## src/rtl/adc_pkg.sv

```systemverilog
// Shared definitions for the serial ADC link: frame state encoding and default
// timing constants, used by the reader RTL and by the ADC imitator model.
package adc_pkg;

   typedef enum logic [2:0] {
      ST_IDLE,
      ST_SETUP,
      ST_SHIFT,
      ST_DONE,
      ST_GAP
   } adc_state_t;

   localparam int ADC_SCK_HALF   = 2;
   localparam int ADC_FRAME_BITS = 16;
   localparam int ADC_CS_SETUP   = 2;
   localparam int ADC_CS_GAP     = 4;
   localparam int ADC_WORD_W     = 16;

endpackage

```

## src/rtl/adc_sck_gen.sv

```systemverilog
// Serial clock generator: half-period divider, sck toggle and bit counter.
// Cleared whenever the frame controller is not going to be shifting next cycle.
module adc_sck_gen
   import adc_pkg::*;
#(
   parameter int SCK_HALF   = ADC_SCK_HALF,
   parameter int FRAME_BITS = ADC_FRAME_BITS
) (
   input  logic clk_100,
   input  logic reset,
   input  logic run,
   input  logic clear,
   output logic sck,
   output logic sample,
   output logic last_bit
);

   logic [7:0] half_cnt;
   logic [4:0] bit_cnt;
   logic       half_end;

   assign half_end = run && (half_cnt == 8'(SCK_HALF - 1));
   // The edge that ends a high phase is the falling sck edge: data is taken there.
   assign sample   = half_end && sck;
   assign last_bit = (bit_cnt == 5'(FRAME_BITS - 1));

   always_ff @(posedge clk_100) begin
      if (reset || clear) begin
         half_cnt <= '0;
         bit_cnt  <= '0;
         sck      <= 1'b0;
      end else if (run) begin
         if (half_end) begin
            half_cnt <= '0;
            sck      <= ~sck;
            if (sck) begin
               bit_cnt <= bit_cnt + 5'd1;
            end
         end else begin
            half_cnt <= half_cnt + 8'd1;
         end
      end
   end

endmodule

```

## src/rtl/adc_spi_reader.sv

```systemverilog
// Serial ADC read master: frames conversions with cs_n/sck while start is high
// and presents each received word on adc_data with a one-cycle en strobe.
module adc_spi_reader
   import adc_pkg::*;
#(
   parameter int SCK_HALF   = ADC_SCK_HALF,
   parameter int FRAME_BITS = ADC_FRAME_BITS,
   parameter int CS_SETUP   = ADC_CS_SETUP,
   parameter int CS_GAP     = ADC_CS_GAP
) (
   input  logic                  clk_100,
   input  logic                  reset,
   input  logic                  start,
   input  logic                  mdi,
   output logic                  sck,
   output logic                  cs_n,
   output logic                  en,
   output logic [ADC_WORD_W-1:0] adc_data,
   output logic                  busy
);

   adc_state_t            state;
   adc_state_t            state_nxt;
   logic [7:0]            phase_cnt;
   logic                  phase_end;
   logic [ADC_WORD_W-2:0] shift_reg;
   logic [ADC_WORD_W-1:0] shift_nxt;
   logic                  sample;
   logic                  last_bit;
   logic                  gen_run;
   logic                  gen_clear;

   // Bits above the frame width always read as zero.
   function automatic logic [ADC_WORD_W-1:0] frame_mask(input logic [ADC_WORD_W-1:0] word);
      logic [ADC_WORD_W-1:0] masked;
      for (int i = 0; i < ADC_WORD_W; i++) begin
         masked[i] = (i < FRAME_BITS) ? word[i] : 1'b0;
      end
      return masked;
   endfunction

   assign shift_nxt = {shift_reg, mdi};
   assign gen_run   = (state == ST_SHIFT);
   assign gen_clear = (state_nxt != ST_SHIFT);

   adc_sck_gen #(
      .SCK_HALF   (SCK_HALF),
      .FRAME_BITS (FRAME_BITS)
   ) u_sck_gen (
      .clk_100  (clk_100),
      .reset    (reset),
      .run      (gen_run),
      .clear    (gen_clear),
      .sck      (sck),
      .sample   (sample),
      .last_bit (last_bit)
   );

   always_comb begin
      phase_end = 1'b0;
      case (state)
         ST_SETUP: phase_end = (phase_cnt == 8'(CS_SETUP - 1));
         ST_GAP:   phase_end = (phase_cnt == 8'(CS_GAP - 1));
         default:  phase_end = 1'b0;
      endcase
   end

   always_comb begin
      state_nxt = state;
      case (state)
         ST_IDLE:  if (start) state_nxt = ST_SETUP;
         ST_SETUP: begin
            if (!start)         state_nxt = ST_IDLE;
            else if (phase_end) state_nxt = ST_SHIFT;
         end
         ST_SHIFT: begin
            if (!start)                   state_nxt = ST_IDLE;
            else if (sample && last_bit)  state_nxt = ST_DONE;
         end
         ST_DONE:  state_nxt = ST_GAP;
         ST_GAP:   if (phase_end) state_nxt = start ? ST_SETUP : ST_IDLE;
         default:  state_nxt = ST_IDLE;
      endcase
   end

   // Control registers: outputs are decoded from the next state so they line up with it.
   always_ff @(posedge clk_100) begin
      if (reset) begin
         state     <= ST_IDLE;
         phase_cnt <= '0;
         cs_n      <= 1'b1;
         en        <= 1'b0;
         busy      <= 1'b0;
      end else begin
         state <= state_nxt;
         if ((state_nxt == state) && ((state == ST_SETUP) || (state == ST_GAP))) begin
            phase_cnt <= phase_cnt + 8'd1;
         end else begin
            phase_cnt <= '0;
         end
         cs_n <= !((state_nxt == ST_SETUP) || (state_nxt == ST_SHIFT));
         en   <= (state_nxt == ST_DONE);
         busy <= (state_nxt == ST_SETUP) || (state_nxt == ST_SHIFT) || (state_nxt == ST_DONE);
      end
   end

   // Data path: shift register and output word, loaded together with the last sample.
   always_ff @(posedge clk_100) begin
      if (state == ST_SETUP) begin
         shift_reg <= '0;
      end else if (sample) begin
         shift_reg <= shift_nxt[ADC_WORD_W-2:0];
      end
   end

   always_ff @(posedge clk_100) begin
      if (reset) begin
         adc_data <= '0;
      end else if ((state == ST_SHIFT) && (state_nxt == ST_DONE)) begin
         adc_data <= frame_mask(shift_nxt);
      end
   end

endmodule

```

## config.mk

```make
export PLATFORM = sky130hd
export DESIGN_NAME = adc_spi_reader
export DESIGN_NICKNAME = d
export VERILOG_FILES = /design/src/rtl/adc_pkg.sv /design/src/rtl/adc_sck_gen.sv /design/src/rtl/adc_spi_reader.sv
export SDC_FILE = /design/constraint.sdc
export NUM_CORES = 1
export LEC_CHECK = 0
export ABC_AREA = 1
export ABC_CLOCK_PERIOD_IN_PS = 1850
export CELL_PAD_IN_SITES_DETAIL_PLACEMENT = 1
export CELL_PAD_IN_SITES_GLOBAL_PLACEMENT = 2
export CORE_MARGIN = 4
export CORE_UTILIZATION = 33
export DETAILED_ROUTE_END_ITERATION = 8
export PLACE_DENSITY_LB_ADDON = 0.1
export SYNTH_ARGS = -nofsm -noshare
export SYNTH_HDL_FRONTEND = slang
export SYNTH_SLANG_ARGS = --single-unit
```

## constraint.sdc

```tcl
create_clock -name clk_100 -period 1.85 [get_ports clk_100]
set_input_delay 0.4625 -clock clk_100 [delete_from_list [all_inputs] [get_ports clk_100]]
set_output_delay 0.4625 -clock clk_100 [all_outputs]
set_load 0.01 [all_outputs]
```

Word-level counts from Yosys, hierarchy flattened. Index checks and enable logic that the tools add are counted.

Output and inout port bits: 20. Flip-flop bits (word level): 59. Word-level logic and storage cells: 52.

Mux-type cells: 10. Add/sub/neg operators: 3. Equal/unequal tests: 13. Reduce and logical (&&, ||, !) cells: 14. Bitwise operators: 2.

Operators with widths (count): 3-bit 2-to-1 mux (6); 8-bit by 1-bit adder with 8-bit output, second input constant (2); 8-bit by 1-bit equality test with 1-bit output, second input constant (2); 3-bit case mux with 5 select lines (1); 3-bit by 2-bit equality test with 1-bit output, second input constant (4); 8-bit by 2-bit equality test with 1-bit output, second input constant (1); 8-bit 2-to-1 mux (1); 3-bit by 1-bit equality test with 1-bit output, second input constant (2); 5-bit by 1-bit adder with 5-bit output, second input constant (1); 5-bit by 4-bit equality test with 1-bit output, second input constant (1); 1-bit logical AND (5); 1-bit logical OR (4); 3-bit equality test (1); 3-bit equality test, second input constant (1); 3-bit zero test (1); 3-bit by 2-bit != test with 1-bit output, second input constant (1); 3-bit AND reduction (1); 1-bit inverter (2); 1-bit case mux with 2 select lines (1); 2-bit AND reduction (1); 2-bit OR reduction (1); 1-bit zero test (1); 1-bit 2-to-1 mux (1).

Longest topological paths before layout. Gate-level depths: netlist (run 1).

Word-level depth: 11. Gate-level depth with buffers: 11.

By module. Synthesis (run 1) repeated with hierarchy kept, for this count alone.

Cells, all modules: 357. Area, all modules: 2606.2 µm².

By module, submodules not included: adc_spi_reader (area an instance 1858.0 µm², instances 1, cells each 248); adc_sck_gen (area an instance 748.2 µm², instances 1, cells each 109).

Least setup slack after synthesis (run 1). OpenSTA, ideal clock, no wires.

Path type: register -> register. Start: reg state[1]. End: reg adc_data[10]. Data required time: 1718 ps. Slack: 258 ps. Arrival time: 1460 ps. Cell stages (with the launch flop): 9. Path buffers: 1. Clock period less this slack: 1592 ps. Cell sequence: dfxtp_1 -> inv_2 -> nor3_4 -> nand4_1 -> nand2_2 -> nand3_4 -> buf_6 -> nand2_1 -> a21oi_1.

Word-level cells in the longest chain between the ends: 9.

RTL lines: start: declaration (RTL line adc_spi_reader.sv:22) `adc_state_t state;`; start signal: assignment (RTL line adc_spi_reader.sv:95) `state <= state_nxt;`; 3-bit by 2-bit equality test with 1-bit output (RTL line adc_spi_reader.sv:43, adc_spi_reader.sv:70, adc_spi_reader.sv:119); 1-bit logical AND (RTL line adc_sck_gen.sv:22) `assign half_end = run && (half_cnt == 8'(SCK_HALF - 1));`; 1-bit logical AND (RTL line adc_sck_gen.sv:24) `assign sample = half_end && sck;`; 1-bit logical AND (RTL line adc_spi_reader.sv:78) `else if (sample && last_bit) state_nxt = ST_DONE;`; 3-bit 2-to-1 mux (RTL line adc_spi_reader.sv:78); 3-bit 2-to-1 mux (RTL line adc_spi_reader.sv:77) `if (!start) state_nxt = ST_IDLE;`; 3-bit case mux with 5 select lines (RTL line adc_spi_reader.sv:70) `case (state)`; 3-bit by 2-bit equality test with 1-bit output (RTL line adc_spi_reader.sv:119) `end else if ((state == ST_SHIFT) && (state_nxt == ST_DONE)) begin`; 1-bit logical AND * (RTL line adc_spi_reader.sv:119); end signal: assignment (RTL line adc_spi_reader.sv:120) `adc_data <= frame_mask(shift_nxt);`; end: declaration (RTL line adc_spi_reader.sv:18) `output logic [ADC_WORD_W-1:0] adc_data,`.

Mark *: on every way between the ends. The rest lies on a longest branch, timed or not. A chain may end at the register's enable or synchronous reset.

Worst setup path in the final report (run 1).
Start: reg u_sck_gen.sck. End: out sck.

RTL lines: start: declaration (RTL line adc_sck_gen.sv:13) `output logic sck,`; start signal: assignment (RTL line adc_sck_gen.sv:35) `sck <= ~sck;`; end: declaration (RTL line adc_spi_reader.sv:15) `output logic sck,`.

No word-level cell between the ends.

==> metrics.log, run 1 <==
INFO  metric gp_congestion = 0.797
INFO  metric area_of_the_mapped_netlist = 2560 µm²
INFO  metric global_route_overflow = 0
INFO  metric slowest_delay = 0.57 ns
INFO  metric endpoint_of_the_most_critical_register_to_register_path = u_sck_gen.sck$_SDFFE_PP0P_
INFO  metric setup.reg_to_reg.worst_slack = 0.16 ns
INFO  metric routed-via-count = 2,281
INFO  metric postSynth.topFlopCell = sky130_fd_sc_hd__dfxtp_1
INFO  metric commonest_cells_after_routing_fill_and_taps_aside = sky130_fd_sc_hd__nand2_1 (78), sky130_fd_sc_hd__dfxtp_1 (57), sky130_fd_sc_hd__a21oi_1 (34)
INFO  metric final.setup_skew = 0.00890 ns
INFO  metric clk_pin_slew = 0.07 ns
INFO  metric yosys.area_share.xor_xnor = 4.79%
INFO  metric maximum_clock_insertion_buffer_count = 2
INFO  metric worstMarginPinSlew = 0.337 ns
INFO  metric ioPinCount = 24
INFO  metric achievable-frequency = 0.565 GHz
INFO  metric syn2layout_area_growth = 28.2%
INFO  metric post-dp-hpwl = 4610 µm
INFO  metric die_h = 96.1 µm
INFO  metric max-cap-violations = 0
INFO  metric cts_tree = built
INFO  metric synth_cells = 327
INFO  metric critical_path.max_fanout = 3
INFO  metric drt_wl_total = 6580 µm
INFO  metric wire_length_of_the_first_global_routing_pass = 10,800 µm
INFO  metric finalCriticalPeriod = 1.77 ns
INFO  metric starting_utilization_of_the_core_area = 34.6%
INFO  metric ctsHtreeMaxLevel = 3
INFO  metric most_common_cell_after_layout_fill_and_taps_aside = sky130_fd_sc_hd__nand2_1
INFO  metric flip_flop_count_of_the_largest_register_all_copies_and_words_added = 16
INFO  metric detailed_place.area = 3000 µm²
INFO  metric total_clock_buffers_created_by_cts = 9
INFO  metric maxSlewViolCount = 0
INFO  metric drive_above_1_share = 18.0%
INFO  metric final.hold.worst_slack = 0.461 ns
INFO  metric globalRouteTotalUtil = 15.4%
INFO  metric muxShareOfSynthArea = 0%
INFO  metric cts.sink_count = 59
INFO  metric cts_root_buffer = sky130_fd_sc_hd__clkbuf_8
INFO  metric synth_warnings = 0
INFO  metric timing.critical_path.cells = clkdlybuf4s50_1
INFO  metric placementRows = 31
INFO  metric core_area = 7410 µm²
INFO  metric end_kind = output pin
INFO  metric drt_iter0_drc = 42
INFO  metric synthTopCellsByArea = sky130_fd_sc_hd__dfxtp_1 (46%), sky130_fd_sc_hd__nand2_1 (12%), sky130_fd_sc_hd__a21oi_1 (6.6%)
INFO  metric power.density = 775 nW/µm²
INFO  metric dieArea = 9240 µm²
INFO  metric drtPass1Iterations = 4
INFO  metric critPathLaunchType = flop
INFO  metric area_leader_netlist = sky130_fd_sc_hd__dfxtp_1
INFO  metric timing.final.setup_violations = 0
INFO  metric synth.yosys.seq_area_share = 46.1%
INFO  metric worst_slack = 0.0793 ns
INFO  metric dominant_combinational_cell_family_by_area_after_synthesis = simple AND/OR/NAND/NOR gates
INFO  metric mappedNetlistNets = 336
INFO  metric critical_path.top_delay_family = buffers and inverters
INFO  metric detail_route.vias_per_cell = 4.79
INFO  metric num_antenna_cells = 0
INFO  metric die_w = 96.1 µm
INFO  metric vdd_ir_drop_max = 0.281 mV
INFO  metric final_area = 3280 µm²
INFO  metric number_of_global_route_vias_before_repair = 2,287
INFO  metric fin_crit_sh = 95.7%
INFO  metric r2r_cells = 10
INFO  metric power.internal = 0.00196 W
INFO  metric synthSimpleGateAreaFrac = 30.9%
INFO  metric status = finished, final reports clean
INFO  metric clock_insertion_delay_worst_skew = 0.34 ns
INFO  metric remaining_max_slew_budget_at_the_tightest_pin = 77.5%
INFO  metric timing.hold.worst.class = reg2reg
INFO  metric cts-hold-fix-buffers = 0
INFO  metric critical-path-slowest-cell = sky130_fd_sc_hd__clkdlybuf4s50_1
INFO  metric p_leak = 1.13 nW
INFO  metric antenna_found_initial = 0
INFO  metric detail_route.wl_per_cell = 13.8 µm
INFO  metric async_flop_share = 0%
INFO  metric power.combinational.fraction = 3.8%
INFO  metric yosysUniqueCellTypes = 28
INFO  metric placement_stage_worst_setup_slack = 0.000916 ns
INFO  metric final-hold-violation-count = 0
INFO  metric final_net_count = 381
INFO  metric io_buffer_count = 23
INFO  metric worst-path-buf-inv = 1
INFO  metric clk_pwr_share = 45.9%
INFO  metric critical_path_class = reg2out
INFO  metric timing.critical_path.required = 1.39 ns
INFO  metric antenna_violating_nets_post_route = 0
INFO  metric worstReg2RegStart = u_sck_gen.bit_cnt[0]$_SDFFE_PP0P_
INFO  metric synth_top_area_share = 46.1%
INFO  metric synth_compound_area_share = 8.40%
INFO  metric synth_adder_area_share = 2.44%
INFO  metric detail_route.drc_violations = 0
INFO  metric ys_ff_latch = 59
INFO  metric hold_path_startpoint = adc_data[12]$_SDFFE_PP0P_
INFO  metric syn-mean-instance-area = 7.84 µm²
INFO  metric hold_path_end = adc_data[12]$_SDFFE_PP0P_
INFO  metric sw_ratio = 22.9%
INFO  metric power_frac_seq = 50.3%
INFO  metric synth_enable_flop_cells = 0
INFO  metric pin_count_of_the_biggest_net_entering_global_routing = 21
INFO  metric holdPathStages = 2
INFO  metric critical_path_arrival = 1.31 ns
INFO  metric power.net_switching = 0.000583 W
## routing by layer
metal / vias to the layer above / global-route usage, % / share of wire, %
met5: - / 0 / 0
met3: 8 / 4.22 / 2.9
li1: 1153 / - / -
met4: 0 / 6.99 / 1.6
met1: 1089 / 18.1 / 47
met2: 31 / 26.0 / 49
## Yosys cell counts, types with 5 or more instances
library cell	n
sky130_fd_sc_hd__nand2_1	80
sky130_fd_sc_hd__xnor2_1	8
sky130_fd_sc_hd__ha_1	5
sky130_fd_sc_hd__xor2_1	6
sky130_fd_sc_hd__clkbuf_1	6
sky130_fd_sc_hd__nand3_1	12
sky130_fd_sc_hd__nand4_1	22
sky130_fd_sc_hd__nor2_2	11
sky130_fd_sc_hd__dfxtp_1	59
sky130_fd_sc_hd__inv_1	24
sky130_fd_sc_hd__o21ai_0	5
sky130_fd_sc_hd__a21oi_1	34
sky130_fd_sc_hd__nor2_1	29
## per-stage QoR
step / utilization, % / cells / power [W] / setup TNS, ns
6_report: 44.3 / 476 / 0.00255 / 0
5_1_grt: 44.3 / 476 / 0.00266 / -0.0940
4_1_cts: 43.1 / 473 / 0.00258 / 0
3_5_place_dp: 40.5 / 457 / 0.00140 / 0
3_3_place_gp: 40.5 / 457 / 0.00140 / 0
2_1_floorplan: - / 327 / 0.00136 / 0
## power by group through the flow
stage / Combinational [W] / Clock (W) / Sequential [W]
final: 0.0000955 / 0.00117 / 0.00128
after global routing: 0.000106 / 0.00127 / 0.00128
after CTS: 0.0000895 / 0.00121 / 0.00128
after detailed placement: 0.0000896 / 0 / 0.00131
after global placement: 0.0000887 / 0 / 0.00131
after floorplan: 0.0000477 / 0 / 0.00131
## worst max-delay path by stage
stage                               startpoint                          to  slack, ns  cells after the start
floorplan                  state[1]$_SDFF_PP0_   adc_data[10]$_SDFFE_PP0P_       0.26                      8
global placement                         start    adc_data[7]$_SDFFE_PP0P_       0.06                      5
detailed placement                       start     phase_cnt[0]$_SDFF_PP0_     0.0009                      6
CTS                        state[0]$_SDFF_PP0_     phase_cnt[2]$_SDFF_PP0_       0.02                     10
global route           phase_cnt[3]$_SDFF_PP0_  u_sck_gen.sck$_SDFFE_PP0P_      -0.02                     11
finish              u_sck_gen.sck$_SDFFE_PP0P_                         sck       0.08                      1
## what timing repair did
action / CTS / global route
gates resized for setup: 0 / 12
endpoints found under the setup margin: 0 / 39
setup buffers: 0 / 1
## kinds of logic after synthesis
group,after synthesis
xor+xnor,14
compound gates,42
flops,59
simple gates,166
fa+ha+maj,5
buf+inv,41
## final cells by class
cell class                 instances  area [µm²]
clock buffer                      11         141
clock inverter                     5        52.6
fill                             920        4120
inverter                          28         105
multi-input combinational        228        1240
sequential                        59        1180
tap                               99         124
timing repair buffer              46         437
(Power assumes the default switching activity.)
==> run 2: changes to the inputs <==
Settings changed: CELL_PAD_IN_SITES_DETAIL_PLACEMENT 1 to 0.
==> metrics.log, run 2 (synthesis results as in run 1) <==
INFO  metric worstMarginPinSlew = 0.269 ns (-0.0680 ns)
INFO  metric clock_insertion_delay_worst_skew = 0.33 ns (about the same)
INFO  metric flip_flop_count_of_the_largest_register_all_copies_and_words_added = 16 (unchanged)
INFO  metric fin_crit_sh = 95.4% (-0.32 points)
INFO  metric max-cap-violations = 0 (unchanged)
INFO  metric cts.sink_count = 59 (unchanged)
INFO  metric r2r_cells = 10 (unchanged)
INFO  metric setup.reg_to_reg.worst_slack = 0.17 ns (about the same)
INFO  metric critical-path-slowest-cell = sky130_fd_sc_hd__clkdlybuf4s50_1
INFO  metric ctsHtreeMaxLevel = 3 (unchanged)
INFO  metric gp_congestion = 0.797 (unchanged)
INFO  metric antenna_found_initial = 0 (unchanged)
INFO  metric achievable-frequency = 0.567 GHz (+0.33%)
INFO  metric crit_end = adc_data[2]
INFO  metric wire_length_of_the_first_global_routing_pass = 10,200 µm (-5.2%)
INFO  metric final_net_count = 382 (+0.26%)
INFO  metric power.density = 810 nW/µm² (+4.5%)
INFO  metric finalCriticalPeriod = 1.76 ns (-0.00588 ns)
INFO  metric maximum_clock_insertion_buffer_count = 2 (unchanged)
INFO  metric clk_pin_slew = 0.07 ns (about the same)
INFO  metric worst-path-buf-inv = 1 (unchanged)
INFO  metric timing.hold.worst.class = reg2reg
INFO  metric drt_wl_total = 5900 µm (-10%)
INFO  metric p_leak = 1.13 nW (+0.18%)
INFO  metric total_clock_buffers_created_by_cts = 9 (unchanged)
INFO  metric drive_above_1_share = 17.7% (-0.31 points)
INFO  metric timing.final.setup_violations = 0 (unchanged)
INFO  metric cts_root_buffer = sky130_fd_sc_hd__clkbuf_8
INFO  metric core_area = 7410 µm² (unchanged)
INFO  metric number_of_global_route_vias_before_repair = 2,212 (-3.3%)
INFO  metric global_route_overflow = 0 (unchanged)
INFO  metric cts_tree = built
INFO  metric critical_path.top_delay_family = buffers and inverters
INFO  metric dieArea = 9240 µm² (unchanged)
INFO  metric cts-hold-fix-buffers = 0 (unchanged)
INFO  metric worst_slack = 0.0852 ns (+0.00588 ns)
INFO  metric final.setup_skew = 0.00673 ns (-0.00217 ns)
INFO  metric timing.critical_path.cells = clkdlybuf4s50_1
INFO  metric die_w = 96.1 µm (unchanged)
INFO  metric critical_path_class = reg2out
INFO  metric status = finished, final reports clean
INFO  metric drt_iter0_drc = 60 (+43%)
INFO  metric die_h = 96.1 µm (unchanged)
INFO  metric endpoint_of_the_most_critical_register_to_register_path = u_sck_gen.half_cnt[5]$_SDFFE_PP0P_
INFO  metric detail_route.vias_per_cell = 4.63 (-3.4%)
INFO  metric pin_count_of_the_biggest_net_entering_global_routing = 21 (unchanged)
INFO  metric globalRouteTotalUtil = 14.4% (-1.0 points)
INFO  metric end_kind = output pin
INFO  metric critical_path.max_fanout = 2 (-1)
INFO  metric final-hold-violation-count = 0 (unchanged)
INFO  metric syn2layout_area_growth = 28.3%
INFO  metric final.fill_count = 776 (-16%)
INFO  metric vdd_ir_drop_max = 0.375 mV (+34%)
INFO  metric remaining_max_slew_budget_at_the_tightest_pin = 82.0% (+4.5 points)
INFO  metric detail_route.drc_violations = 0 (unchanged)
INFO  metric post-dp-hpwl = 4190 µm (-9.1%)
INFO  metric io_buffer_count = 23 (unchanged)
INFO  metric critical_path_arrival = 1.30 ns (about the same)
INFO  metric worstReg2RegStart = state[0]$_SDFF_PP0_
INFO  metric timing.critical_path.required = 1.39 ns (about the same)
INFO  metric commonest_cells_after_routing_fill_and_taps_aside = sky130_fd_sc_hd__nand2_1 (78), sky130_fd_sc_hd__dfxtp_1 (58), sky130_fd_sc_hd__a21oi_1 (34)
INFO  metric detail_route.wl_per_cell = 12.4 µm (-11%)
INFO  metric slowest_delay = 0.57 ns (about the same)
INFO  metric timing.critical_path.from = adc_data[2]$_SDFFE_PP0P_
INFO  metric num_antenna_cells = 0 (unchanged)
INFO  metric critPathLaunchType = flop
INFO  metric placement_stage_worst_setup_slack = 0.0336 ns (+0.0327 ns)
INFO  metric antenna_violating_nets_post_route = 0 (unchanged)
INFO  metric routed-via-count = 2,207 (-3.2%)
INFO  metric worst-path-stages = 1 (unchanged)
INFO  metric placementRows = 31 (unchanged)
INFO  metric layoutNonFillerInstCount = 477 (+0.21%)
INFO  metric most_common_cell_after_layout_fill_and_taps_aside = sky130_fd_sc_hd__nand2_1
INFO  metric starting_utilization_of_the_core_area = 34.6% (unchanged)
INFO  metric maxSlewViolCount = 0 (unchanged)
INFO  metric place_inst = 457 (unchanged)
INFO  metric drtPass1Iterations = 5 (+1)
INFO  metric hold_path_startpoint = adc_data[10]$_SDFFE_PP0P_
INFO  metric ioPinCount = 24 (unchanged)
==> run 2: layout make-up <==
type / instances / area [µm²] / share of cell area, %
well taps: 99 / 124 / 3.77
flip-flops and latches: 59 / 1180 / 36.0
inverters: 28 / 108 / 3.27
clock inverters: 6 / 90.1 / 2.74
clock buffers: 10 / 128 / 3.88
repair buffers: 47 / 430 / 13.1
multi-input cells: 228 / 1230 / 37.3
==> run 2: where the power goes <==
group	leakage (nW)	internal, W	switching [W]
clock network	0.106	0.000761	0.000526
logic	0.548	0.0000374	0.0000592
registers	0.476	0.00128	0.00000504
==> run 2: metal layers <==
metal / track usage [%] / up-vias / wire (µm)
li1: - / 1160 / -
met1: 17.6 / 1001 / 2810
met2: 23.3 / 33 / 2790
met3: 3.44 / 13 / 167
met4: 7.70 / 0 / 125
met5: 0 / - / 0
==> run 2: worst min path at each step <==
stage / end / slack [ns] / depth (start not counted)
2_1_floorplan: phase_cnt[0]$_SDFF_PP0_ / 0.43 / 1
3_5_place_dp: adc_data[8]$_SDFFE_PP0P_ / 0.45 / 2
5_1_grt: adc_data[11]$_SDFFE_PP0P_ / 0.49 / 2
6_report: adc_data[10]$_SDFFE_PP0P_ / 0.46 / 2
3_3_place_gp: phase_cnt[0]$_SDFF_PP0_ / 0.45 / 1
4_1_cts: adc_data[8]$_SDFFE_PP0P_ / 0.46 / 2
==> run 2: what timing repair did <==
| action | 4_1_cts | 5_1_grt |
|---|---|---|
| resized for setup | 0 | 11 |
| setup buffers | 0 | 3 |
| setup endpoints to repair | 0 | 37 |
==> run 2: metrics by stage <==
stage | power, W | setup TNS [ns] | hold slack [ns] | area (µm²) | utilization [%]
after floorplan | 0.00136 | 0 | 0.430 | 2560 | -
after global placement | 0.00140 | 0 | 0.448 | 3000 | 40.5
after detailed placement | 0.00140 | 0 | 0.454 | 3000 | 40.5
after CTS | 0.00270 | 0 | 0.464 | 3220 | 43.5
after global routing | 0.00278 | -0.0146 | 0.489 | 3290 | 44.4
final | 0.00266 | 0 | 0.462 | 3290 | 44.4
==> run 3: changes to the inputs <==
Settings changed: SLEW_MARGIN set to 0.
==> results of run 3 <==
Final layout, timing and power as in run 2 (identical DEF).
